**src/rtl/onehot_codec_pkg.sv**
```systemverilog
// Shared types and constants for the binary/one-hot codec.
// The result record is sized by the codec's own parameters, so it is declared in the top.
package onehot_codec_pkg;

  typedef enum logic {
    MODE_ENC = 1'b0,
    MODE_DEC = 1'b1
  } mode_e;

  localparam int ERR_CNT_W = 16;

  // Packed width of one stored result: mode + one-hot + index + error flag.
  function automatic int result_w(input int one_hot_w, input int bin_w);
    return 1 + one_hot_w + bin_w + 1;
  endfunction

endpackage

```
**src/rtl/codec_skid_buf.sv**
```systemverilog
// Two-entry valid/ready skid buffer over an opaque payload.
// Outputs come straight from the main register; in_ready_o is a registered !skid_full.
module codec_skid_buf
  import onehot_codec_pkg::*;
#(
  parameter int W = 8
) (
  input  logic         clk_i,
  input  logic         rst_i,
  input  logic         in_valid_i,
  output logic         in_ready_o,
  input  logic [W-1:0] in_data_i,
  output logic         out_valid_o,
  input  logic         out_ready_i,
  output logic [W-1:0] out_data_o
);

  logic         main_valid_r;
  logic [W-1:0] main_data_r;
  logic         skid_valid_r;
  logic [W-1:0] skid_data_r;
  logic         in_ready_r;

  logic         accept_s;
  logic         emit_s;
  logic         main_valid_s;
  logic [W-1:0] main_data_s;
  logic         skid_valid_s;
  logic [W-1:0] skid_data_s;

  assign accept_s = in_valid_i & in_ready_r;
  assign emit_s   = main_valid_r & out_ready_i;

  // Next-state of both entries; skid is only ever filled while main holds a stalled beat.
  always_comb begin
    main_valid_s = main_valid_r;
    main_data_s  = main_data_r;
    skid_valid_s = skid_valid_r;
    skid_data_s  = skid_data_r;
    if (emit_s) begin
      if (skid_valid_r) begin
        main_valid_s = 1'b1;
        main_data_s  = skid_data_r;
        skid_valid_s = 1'b0;
      end else if (accept_s) begin
        main_valid_s = 1'b1;
        main_data_s  = in_data_i;
      end else begin
        main_valid_s = 1'b0;
      end
    end else if (accept_s) begin
      if (main_valid_r) begin
        skid_valid_s = 1'b1;
        skid_data_s  = in_data_i;
      end else begin
        main_valid_s = 1'b1;
        main_data_s  = in_data_i;
      end
    end else begin
      main_valid_s = main_valid_r;
    end
  end

  // Storage registers and the registered ready flag.
  always_ff @(posedge clk_i) begin
    if (rst_i) begin
      main_valid_r <= 1'b0;
      main_data_r  <= {W{1'b0}};
      skid_valid_r <= 1'b0;
      skid_data_r  <= {W{1'b0}};
      in_ready_r   <= 1'b1;
    end else begin
      main_valid_r <= main_valid_s;
      main_data_r  <= main_data_s;
      skid_valid_r <= skid_valid_s;
      skid_data_r  <= skid_data_s;
      in_ready_r   <= ~skid_valid_s;
    end
  end

  assign in_ready_o  = in_ready_r;
  assign out_valid_o = main_valid_r;
  assign out_data_o  = main_data_r;

endmodule

```
**src/rtl/onehot_codec.sv**
```systemverilog
// Registered, handshaked binary<->one-hot converter with range/legality error flag
// and a saturating count of errored beats that were consumed downstream.
module onehot_codec
  import onehot_codec_pkg::*;
#(
  parameter int ONE_HOT_W = 16,
  parameter int BIN_W     = 4
) (
  input  logic                 clk_i,
  input  logic                 rst_i,
  input  logic                 in_valid_i,
  output logic                 in_ready_o,
  input  logic                 mode_i,
  input  logic [BIN_W-1:0]     bin_i,
  input  logic [ONE_HOT_W-1:0] one_hot_i,
  output logic                 out_valid_o,
  input  logic                 out_ready_i,
  output logic                 mode_o,
  output logic [ONE_HOT_W-1:0] one_hot_o,
  output logic [BIN_W-1:0]     bin_o,
  output logic                 err_o,
  output logic [ERR_CNT_W-1:0] err_cnt_o
);

  if ((ONE_HOT_W < 32'sd2) || ((32'sd1 <<< BIN_W) < ONE_HOT_W)) begin : g_param_bad
    $error("onehot_codec: need ONE_HOT_W >= 2 and 2**BIN_W >= ONE_HOT_W");
  end

  typedef struct packed {
    mode_e                mode;
    logic [ONE_HOT_W-1:0] one_hot;
    logic [BIN_W-1:0]     bin;
    logic                 err;
  } result_t;

  localparam int            RES_W    = result_w(ONE_HOT_W, BIN_W);
  localparam logic [BIN_W:0] OH_LIMIT = (BIN_W + 1)'(ONE_HOT_W);
  localparam logic [ONE_HOT_W-1:0] OH_ZERO = {ONE_HOT_W{1'b0}};
  localparam logic [ONE_HOT_W-1:0] OH_ONE  = {{(ONE_HOT_W-1){1'b0}}, 1'b1};

  function automatic logic [ONE_HOT_W-1:0] enc_onehot(input logic [BIN_W-1:0] b);
    logic [ONE_HOT_W-1:0] v;
    v = OH_ZERO;
    for (int i = 0; i < ONE_HOT_W; i++) begin
      v[i] = (b == BIN_W'(i));
    end
    return v;
  endfunction

  // Lowest set bit wins, so multi-hot vectors still report a deterministic index.
  function automatic logic [BIN_W-1:0] dec_index(input logic [ONE_HOT_W-1:0] v);
    logic [BIN_W-1:0] idx;
    idx = {BIN_W{1'b0}};
    for (int i = ONE_HOT_W - 1; i >= 0; i--) begin
      idx = v[i] ? BIN_W'(i) : idx;
    end
    return idx;
  endfunction

  function automatic logic onehot_illegal(input logic [ONE_HOT_W-1:0] v);
    return (v == OH_ZERO) || ((v & (v - OH_ONE)) != OH_ZERO);
  endfunction

  mode_e   mode_s;
  result_t result_s;
  result_t out_res_s;
  logic    skid_out_valid_s;
  logic    emit_s;
  logic [ERR_CNT_W-1:0] err_cnt_r;

  assign mode_s = mode_e'(mode_i);

  // Encode/decode the incoming beat; the result is captured at accept time.
  always_comb begin
    result_s.mode    = mode_s;
    result_s.one_hot = one_hot_i;
    result_s.bin     = bin_i;
    result_s.err     = 1'b0;
    case (mode_s)
      MODE_ENC: begin
        result_s.one_hot = enc_onehot(bin_i);
        result_s.err     = ({1'b0, bin_i} >= OH_LIMIT);
      end
      MODE_DEC: begin
        result_s.bin = dec_index(one_hot_i);
        result_s.err = onehot_illegal(one_hot_i);
      end
      default: begin
        result_s.err = 1'b1;
      end
    endcase
  end

  codec_skid_buf #(
    .W(RES_W)
  ) u_skid (
    .clk_i      (clk_i),
    .rst_i      (rst_i),
    .in_valid_i (in_valid_i),
    .in_ready_o (in_ready_o),
    .in_data_i  (result_s),
    .out_valid_o(skid_out_valid_s),
    .out_ready_i(out_ready_i),
    .out_data_o (out_res_s)
  );

  assign emit_s = skid_out_valid_s & out_ready_i;

  // Saturating count of errored beats taken by the consumer.
  always_ff @(posedge clk_i) begin
    if (rst_i) begin
      err_cnt_r <= {ERR_CNT_W{1'b0}};
    end else if (emit_s && out_res_s.err && (err_cnt_r != {ERR_CNT_W{1'b1}})) begin
      err_cnt_r <= err_cnt_r + {{(ERR_CNT_W-1){1'b0}}, 1'b1};
    end else begin
      err_cnt_r <= err_cnt_r;
    end
  end

  assign out_valid_o = skid_out_valid_s;
  assign mode_o      = out_res_s.mode;
  assign one_hot_o   = out_res_s.one_hot;
  assign bin_o       = out_res_s.bin;
  assign err_o       = out_res_s.err;
  assign err_cnt_o   = err_cnt_r;

endmodule

```
**config.mk**
```make
export PLATFORM = sky130hd
export DESIGN_NAME = onehot_codec
export DESIGN_NICKNAME = d
export VERILOG_FILES = /design/src/rtl/onehot_codec_pkg.sv /design/src/rtl/codec_skid_buf.sv /design/src/rtl/onehot_codec.sv
export SDC_FILE = /design/constraint.sdc
export NUM_CORES = 1
export LEC_CHECK = 0
export ABC_AREA = 1
export ABC_CLOCK_PERIOD_IN_PS = 4800
export BUFFER_PORTS_ARGS = -buffer_cell sky130_fd_sc_hd__buf_2
export CAP_MARGIN = 20
export CORE_UTILIZATION = 40
export CTS_CLUSTER_DIAMETER = 150
export CTS_CLUSTER_SIZE = 10
export DETAILED_ROUTE_END_ITERATION = 12
export HOLD_SLACK_MARGIN = 0.12
export PLACE_DENSITY_LB_ADDON = 0.12
export SYNTH_ARGS = -nofsm -noshare
export SYNTH_HDL_FRONTEND = slang
export SYNTH_SLANG_ARGS = --single-unit
```
**constraint.sdc**
```tcl
create_clock -name clk_i -period 4.8 [get_ports clk_i]
set_input_delay 1.2 -clock clk_i [delete_from_list [all_inputs] [get_ports clk_i]]
set_output_delay 1.2 -clock clk_i [all_outputs]
set_load 0.05 [all_outputs]
```
==> results of run 1 <==
-- power breakdown --
| group | internal [W] | switching (W) |
|---|---|---|
| logic | 0.0000590 | 0.000159 |
| registers | 0.000549 | 0.0000130 |
| clock network | 0.000251 | 0.000214 |
| total | 0.000859 | 0.000386 |
-- Yosys cell counts, drive strengths merged --
cell and n:
a211oi 1, a21oi 58, a2bb2oi 1, a31o 1, a31oi 3, and3 1
buf 4, clkbuf 15, clkinv 2, dfxtp 63, ha 1, inv 66
nand2 75, nand3 9, nand4 2, nor2 75, nor3 12, nor4 4
o211ai 2, o21a 1, o21ai 60, o22ai 17, o32ai 1, xnor2 1
xor2 1
-- sequential cells by signal, indices dropped and copies added (netlist names) --
signal and cells:
err_cnt_o 16, u_skid.in_ready_o 1, u_skid.out_data_o 22, u_skid.out_valid_o 1, u_skid.skid_data_r 22, u_skid.skid_valid_r 1
-- worst max-delay path, stage by stage --
cell and delay [ns]:
buf_2 0.12, nand2_1 0.11, nor2_1 0.05, buf_4 0.21
inv_2 0.37, a21oi_2 0.09, buf_4 0.22, inv_1 0.56
nand2_1 0.15, a21oi_2 0.16
-- layer usage --
metal  track usage, %  up-vias  wire [um]
li1                 -     1685          -
met1             26.4     1505       4070
met2             34.5       99       3820
met3             4.98       14        446
met4             8.86        0        159
met5                0        -          0
-- path summary, 6_finish.rpt --
kind	to	slack [ns]	cells past startpoint
setup reg to reg	u_skid.out_data_o[6]$_SDFFE_PP0P_	2.47	9
setup / recovery	u_skid.out_data_o[0]$_SDFFE_PP0P_	1.81	10
hold / removal	u_skid.out_data_o[1]$_SDFFE_PP0P_	0.47	2
hold reg to reg	u_skid.out_data_o[1]$_SDFFE_PP0P_	0.47	2
-- stage by stage --
stage / std cells / area (um^2) / setup slack, ns / hold WS (ns) / power (W)
after CTS: 642 / 3810 / 1.83 / 0.472 / 0.00125
final: 643 / 3840 / 1.81 / 0.471 / 0.00124
after global routing: 643 / 3840 / 1.59 / 0.510 / 0.00131
after floorplan: 476 / 3220 / 2.37 / 0.456 / 0.000728
after detailed placement: 626 / 3610 / 1.48 / 0.462 / 0.000788
after global placement: 626 / 3610 / 1.55 / 0.460 / 0.000785
-- cell type report --
class,count,area (um^2),share of cell area [%]
well taps,102,128,3.33
multi-input cells,326,1620,42.3
clock buffers,10,138,3.59
inverters,68,255,6.65
clock inverters,6,60.1,1.57
repair buffers,68,370,9.65
flip-flops and latches,63,1260,32.9
-- cells by family (layout without fill, tap and decap cells) --
group,count (synthesis),after routing,share of synthesized area [%]
adders and majority gates,1,1,0.389
AOI/OAI and AO/OA,145,145,24.4
buffers and inverters,87,152,10.3
xor gates and xnor gates,2,2,0.545
and+or+nand+nor,178,178,25.2
DFF,63,63,39.2
==> results.sh, run 1 <==
export IMPL_cts_resized=0
export IMPL_avgSynthCellArea_um2=6.76
export IMPL_die_height_um=91.7
export IMPL_critPathKind="primary input to register"
export IMPL_totalWireLength_um=8500
export IMPL_dr_pass1_iters=5
export IMPL_fin_crit_sh_pct=62.3
export IMPL_finalHoldViolCount=0
export IMPL_tritoncts="done"
export IMPL_drv_slew=0
export IMPL_grt_use_total_pct=21.1
export IMPL_io_buffers=64
export IMPL_status="complete, no violations"
export IMPL_worstHoldStart="u_skid.out_data_o[1]$_SDFFE_PP0P_"
export IMPL_die_w_um=91.7
export IMPL_ant_nets=0
export IMPL_rsz0062_at_grt="no"
export IMPL_max_freq_ghz=0.334
export IMPL_dp_hpwl_um=6050
export IMPL_tns_ns=0
export IMPL_min_path_type="register to register"
export IMPL_cts_buffers=9
export IMPL_syn_area_um2=3220
export IMPL_cts_root_buf="clkbuf_8"
export IMPL_ys_types=37
export IMPL_cts_setup_buffers=0
export IMPL_antenna_found_initial=0
export IMPL_num_vias=3303
export IMPL_vdd_ir_drop_max_mv=0.124
export IMPL_holdBufCountCts=0
export IMPL_synth_cells=476
export IMPL_maxCapViolCount=0
export IMPL_path_max_fanout=26
export IMPL_worstSkewPairLatency_ns=0.34
export IMPL_avgRoutedWirePerCell_um=13.2
export IMPL_drive_gt1_share_pct=20.3
export IMPL_setup_viol_count_final=0
export IMPL_worst_slew_pin_slew_ns=0.738
export IMPL_drtIter0Drc=228
export IMPL_synth_area_leaders="dfxtp_1 (39%), a21oi_1 (8.7%), o21ai_0 (8.7%)"
export IMPL_yosysTopAreaCell="dfxtp_1"
export IMPL_h_tree_depth=3
export IMPL_cts_sinks=63
export IMPL_clk_pin_slew_ns=0.07
export IMPL_synth_fp_nets=502
export IMPL_ys_seq_elements=63
export IMPL_dieArea_um2=8400
export IMPL_routabilityCongestion=0.903
export IMPL_drc=0
export IMPL_worstReg2RegStart="u_skid.out_valid_o$_SDFFE_PP0P_"
export IMPL_endpoint_kind="register"
export IMPL_grt_max_degree=44
export IMPL_rows=32
export IMPL_power_density_nw_per_um2=324
export IMPL_p_leak_nw=1.80
export IMPL_crit_arrival_ns=3.26
export IMPL_yosysTopAreaCellShare_pct=39.2
export IMPL_finalCriticalPeriod_ns=2.99
export IMPL_start_util_pct=41.4
export IMPL_cts_buffer_depth=2
export IMPL_ys_warnings_count=0
export IMPL_final_util_pct=49.4
export IMPL_grt_pass1_wl_um=14000
export IMPL_grt_ovfl_total=0
export IMPL_avgViaCountPerCell=5.14
export IMPL_num_fill_cells=839
export IMPL_cp_startpoint="out_ready_i"
export IMPL_grt_pass1_vias=3025
export IMPL_antenna_cells=0
export IMPL_ios=65
export IMPL_syn_to_final_growth_pct=19.3
export IMPL_mostFrequentLayoutCells="nand2_1 (69), nor2_1 (69), buf_2 (64)"
export IMPL_nets=562
export IMPL_slew_headroom_pct=50.7
export IMPL_worstSetupStartpointType="primary input"
export IMPL_yosysSeqAreaShare_pct=39.2
export IMPL_cp_required_ns=5.07
export IMPL_fin_skew_ns=0.00552
export IMPL_coreArea_um2=7770
(Power assumes the default switching activity.)
==> inputs of run 2 (changes only) <==
ABC_CLOCK_PERIOD_IN_PS = 2900   (was 4800)
clock period = 2.9 ns   (was 4.8 ns; I/O delays follow)
==> run 2 against run 1 <==
Effect of this change:
- cell count is 0.62% higher
- flip-flop and latch count stayed put
- die area stayed put
- first-iteration DRC count is 45% lower
- combinational power is 65% higher
- worst setup slack worse by 0.86 ns
- global-route usage is 0.37 points lower
- sequential power is 65% higher
- final area is 0.33% lower
- critical path type is now register to register
==> results.sh, run 2 (synthesis results as in run 1) <==
export IMPL_dieArea_um2=8400
export IMPL_cts_resized=0
export IMPL_tns_ns=0
export IMPL_antenna_cells=0
export IMPL_min_delay_path_depth=2
export IMPL_avgRoutedWirePerCell_um=12.9
export IMPL_ios=65
export IMPL_mostFrequentLayoutCells="nand2_1 (69), nor2_1 (69), buf_2 (64)"
export IMPL_p_leak_nw=1.81
export IMPL_dp_hpwl_um=6000
export IMPL_die_w_um=91.7
export IMPL_syn_to_final_growth_pct=18.9
export IMPL_crit_arrival_ns=2.17
export IMPL_drive_gt1_share_pct=20.7
export IMPL_tritoncts="done"
export IMPL_max_freq_ghz=0.513
export IMPL_rows=32
export IMPL_routabilityCongestion=0.909
export IMPL_drc=0
export IMPL_fin_skew_ns=0.00868
export IMPL_io_buffers=64
export IMPL_fin_crit_sh_pct=67.3
export IMPL_path_max_fanout=5
export IMPL_endpoint_kind="register"
export IMPL_finalHoldViolCount=0
export IMPL_avgViaCountPerCell=5.12
export IMPL_drtIter0Drc=126
export IMPL_cts_buffer_depth=2
export IMPL_clk_pin_slew_ns=0.07
export IMPL_nets=566
export IMPL_r2r_cells=8
export IMPL_power_density_nw_per_um2=517
export IMPL_totalWireLength_um=8340
export IMPL_setup_viol_count_final=0
export IMPL_vdd_ir_drop_max_mv=0.202
export IMPL_cts_buffers=9
export IMPL_antenna_found_initial=0
export IMPL_fin_area_um2=3820
export IMPL_h_tree_depth=3
export IMPL_die_height_um=91.7
export IMPL_cp_required_ns=3.12
export IMPL_placed_cell_area_um2=3650
export IMPL_ant_nets=0
export IMPL_grt_ovfl_total=0
export IMPL_slew_headroom_pct=51.2
export IMPL_grt_use_total_pct=20.7
export IMPL_grt_max_degree=26
export IMPL_cts_root_buf="clkbuf_8"
export IMPL_min_path_type="register to register"
export IMPL_cts_sinks=63
export IMPL_worst_slew_pin_slew_ns=0.732
export IMPL_coreArea_um2=7770
export IMPL_worstSetupStartpointType="register"
export IMPL_status="complete, no violations"
export IMPL_start_util_pct=41.4
export IMPL_grt_pass1_vias=3071
export IMPL_dr_pass1_iters=5
export IMPL_num_vias=3310
export IMPL_holdBufCountCts=0
export IMPL_critPathKind="register to register"
export IMPL_maxCapViolCount=0
export IMPL_drv_slew=0
export IMPL_finalCriticalPeriod_ns=1.95
export IMPL_rsz0062_at_grt="no"
export IMPL_worstSkewPairLatency_ns=0.33
export IMPL_grt_pass1_wl_um=13800
export IMPL_cts_setup_buffers=0
run 2: cell count changes in the layout (fill, tap and decap cells not counted), sizes merged:
cell      delta
bufinv       -1
clkbuf       +2
clkinvlp     -2
buf          +4
clkinv       +1
run 2: metrics by stage:
step	total power, W	worst slack [ns]	util [%]	hold slack, ns	std cells
3_3_place_gp	0.00130	0.730	47.0	0.453	631
6_report	0.00198	0.949	49.2	0.477	647
5_1_grt	0.00208	0.805	49.2	0.516	647
4_1_cts	0.00199	0.982	49.2	0.480	647
3_5_place_dp	0.00131	0.642	47.0	0.470	631
2_1_floorplan	0.00121	0.881	-	0.456	476
run 2: final cells by class:
class,count,area (um^2)
clock inverters,4,20.0
well taps,102,128
clock buffers,12,155
repair buffers,72,380
inverters,68,255
multi-input cells,326,1620
fillers,815,3940
flip-flops and latches,63,1260
run 2: critical path: stages (launching register included):
cell     delay (ns)
dfxtp_1        0.39
ha_1           0.18
inv_1          0.06
nor4_1         0.46
nand2_2        0.18
nor4_4         0.23
nand2_1        0.11
o21ai_0        0.17
a21oi_1        0.06
run 2: layer usage:
metal,global-route usage (%),vias up,wire length (um)
met4,8.73,0,130
met3,3.90,11,365
li1,-,1699,-
met2,34.2,89,3760
met1,26.3,1511,4090
met5,0,-,0
run 2: worst paths after layout:
| check | startpoint | endpoint | slack, ns |
|---|---|---|---|
| worst max register to register | err_cnt_o[0]$_SDFFE_PP0P_ | err_cnt_o[14]$_SDFFE_PP0P_ | 0.95 |
| worst max-delay path | err_cnt_o[0]$_SDFFE_PP0P_ | err_cnt_o[14]$_SDFFE_PP0P_ | 0.95 |
| worst min-delay path | u_skid.out_data_o[1]$_SDFFE_PP0P_ | u_skid.out_data_o[1]$_SDFFE_PP0P_ | 0.48 |
| worst min register to register | u_skid.out_data_o[1]$_SDFFE_PP0P_ | u_skid.out_data_o[1]$_SDFFE_PP0P_ | 0.48 |
run 2: power by group:
group          switching (W)  internal, W
clock               0.000339     0.000352
combinational       0.000263    0.0000974
sequential         0.0000201     0.000908
==> inputs of run 3 (changes only) <==
ABC_CLOCK_PERIOD_IN_PS = 1990   (was 2900)
clock period = 1.99 ns   (was 2.9 ns; I/O delays follow)
==> run 3 against run 2 <==
Effect of this change:
- core utilization up 0.52 points
- clock power rose by 52%
- combinational power rose by 47%
- hold slack got worse by 0.0035 ns
- cell count increased by 0.15%
- non-clock buffer count up 2
- final area is 1.0% higher
- flip-flop and latch count is the same
- die area unchanged
- wire length is 0.55% higher
- largest power group unchanged
==> results.sh, run 3 (synthesis results as in run 1) <==
export IMPL_antenna_found_initial=0
export IMPL_io_buffers=64
export IMPL_rsz0062_at_grt="no"
export IMPL_max_freq_ghz=0.576
export IMPL_clk_pin_slew_ns=0.07
export IMPL_routabilityCongestion=0.912
export IMPL_grt_pass1_vias=3086
export IMPL_coreArea_um2=7770
export IMPL_totalWireLength_um=8390
export IMPL_dieArea_um2=8400
export IMPL_die_w_um=91.7
export IMPL_max_stage_delay_ns=0.36
export IMPL_fin_cells=648
export IMPL_place_inst=633
export IMPL_fin_crit_sh_pct=87.3
export IMPL_crit_chain="ha_1 > inv_1 > nor4_2 > nand2_2 > nor4_4 > nand2_1 > o21ai_0 > a21oi_1"
export IMPL_worst_slew_pin_slew_ns=0.713
export IMPL_dp_hpwl_um=6140
export IMPL_rows=32
export IMPL_h_tree_depth=3
export IMPL_p_leak_nw=1.82
export IMPL_mostFrequentLayoutCells="nand2_1 (69), nor2_1 (69), buf_2 (64)"
export IMPL_endpoint_kind="register"
export IMPL_cts_buffers=9
export IMPL_finalHoldViolCount=0
export IMPL_setup_viol_count_final=0
export IMPL_avgRoutedWirePerCell_um=12.9
export IMPL_min_path_type="register to register"
export IMPL_dr_pass1_iters=4
export IMPL_cts_root_buf="clkbuf_8"
export IMPL_crit_slowest_cell="dfxtp_2"
export IMPL_power_total_w=0.00294
export IMPL_power_density_nw_per_um2=760
export IMPL_critPathKind="register to register"
export IMPL_start_util_pct=41.4
export IMPL_drv_slew=0
export IMPL_drive_gt1_share_pct=21.2
export IMPL_grt_use_total_pct=21.0
export IMPL_grt_pass1_wl_um=14100
export IMPL_grt_max_degree=26
export IMPL_syn_to_final_growth_pct=20.1
export IMPL_status="complete, no violations"
export IMPL_nets=568
export IMPL_slew_headroom_pct=52.4
export IMPL_avgViaCountPerCell=5.08
export IMPL_worstSkewPairLatency_ns=0.33
export IMPL_antenna_cells=0
export IMPL_ios=65
export IMPL_path_max_fanout=5
export IMPL_die_height_um=91.7
export IMPL_tritoncts="done"
export IMPL_cts_buffer_depth=2
export IMPL_grt_ovfl_total=0
export IMPL_drc=0
export IMPL_fin_skew_ns=0.0147
export IMPL_num_vias=3293
export IMPL_maxCapViolCount=0
export IMPL_ant_nets=0
export IMPL_cts_sinks=63
export IMPL_vdd_ir_drop_max_mv=0.343
export IMPL_holdBufCountCts=0
export IMPL_worstSetupStartpointType="register"
export IMPL_cts_resized=0
export IMPL_crit_arrival_ns=1.96
export IMPL_cp_required_ns=2.21
export IMPL_cts_setup_buffers=0
export IMPL_finalCriticalPeriod_ns=1.74
export IMPL_drtIter0Drc=106
run 3: cell count changes in the layout (fill, tap and decap cells not counted), sizes merged:
| cell | before | now |
|---|---|---|
| clkbuf | 12 | 11 |
| buf | 72 | 74 |
| clkinvlp | 0 | 1 |
| bufinv | 0 | 1 |
| clkinv | 6 | 4 |
run 3: path summary, 6_finish.rpt:
| check | startpoint | to | slack [ns] | cells after the start |
|---|---|---|---|---|
| max | err_cnt_o[0]$_SDFFE_PP0P_ | err_cnt_o[14]$_SDFFE_PP0P_ | 0.25 | 8 |
| min | u_skid.out_data_o[1]$_SDFFE_PP0P_ | u_skid.out_data_o[1]$_SDFFE_PP0P_ | 0.47 | 2 |
| max reg2reg | err_cnt_o[0]$_SDFFE_PP0P_ | err_cnt_o[14]$_SDFFE_PP0P_ | 0.25 | 8 |
| min reg2reg | u_skid.out_data_o[1]$_SDFFE_PP0P_ | u_skid.out_data_o[1]$_SDFFE_PP0P_ | 0.47 | 2 |
run 3: final cells by class:
| type | instances | area (um^2) |
|---|---|---|
| Clock inverter | 4 | 47.5 |
| Sequential cell | 63 | 1260 |
| Fill cell | 827 | 3900 |
| Timing Repair Buffer | 74 | 408 |
| Multi-Input combinational cell | 326 | 1630 |
| Clock buffer | 11 | 131 |
| Inverter | 68 | 255 |
| Tap cell | 102 | 128 |
run 3: critical path, delay by kind of cell, from the launching register on:
kind | cells | cell delay [ns]
and+or+nand+nor | 4 | 0.80
DFF | 1 | 0.36
AOI/OAI and AO/OA | 2 | 0.22
buffers and inverters | 1 | 0.08
adders and majority gates | 1 | 0.18
run 3: per-stage QoR:
step | util, % | worst slack [ns] | hold WS (ns) | setup TNS, ns | instance area, um^2
2_1_floorplan | - | 0.0551 | 0.456 | 0 | 3220
3_3_place_gp | 47.4 | 0.0564 | 0.454 | 0 | 3680
3_5_place_dp | 47.4 | -0.0112 | 0.462 | -0.0112 | 3680
4_1_cts | 49.7 | 0.111 | 0.473 | 0 | 3860
5_1_grt | 49.7 | 0.0928 | 0.504 | 0 | 3860
6_report | 49.7 | 0.253 | 0.474 | 0 | 3860
run 3: power by group:
group,switching [W],internal [W],total (W)
Sequential,0.0000304,0.00132,0.00135
Combinational,0.000384,0.000147,0.000531
Clock,0.000482,0.000568,0.00105
Total,0.000896,0.00204,0.00294
run 3: metal layers:
layer  global-route usage, %  routed length (um)  up-vias
li1                        -                   -     1698
met1                    26.4                4020     1487
met2                    35.0                3810       91
met3                    3.90                 375       17
met4                    9.26                 187        0
met5                       0                   0        -
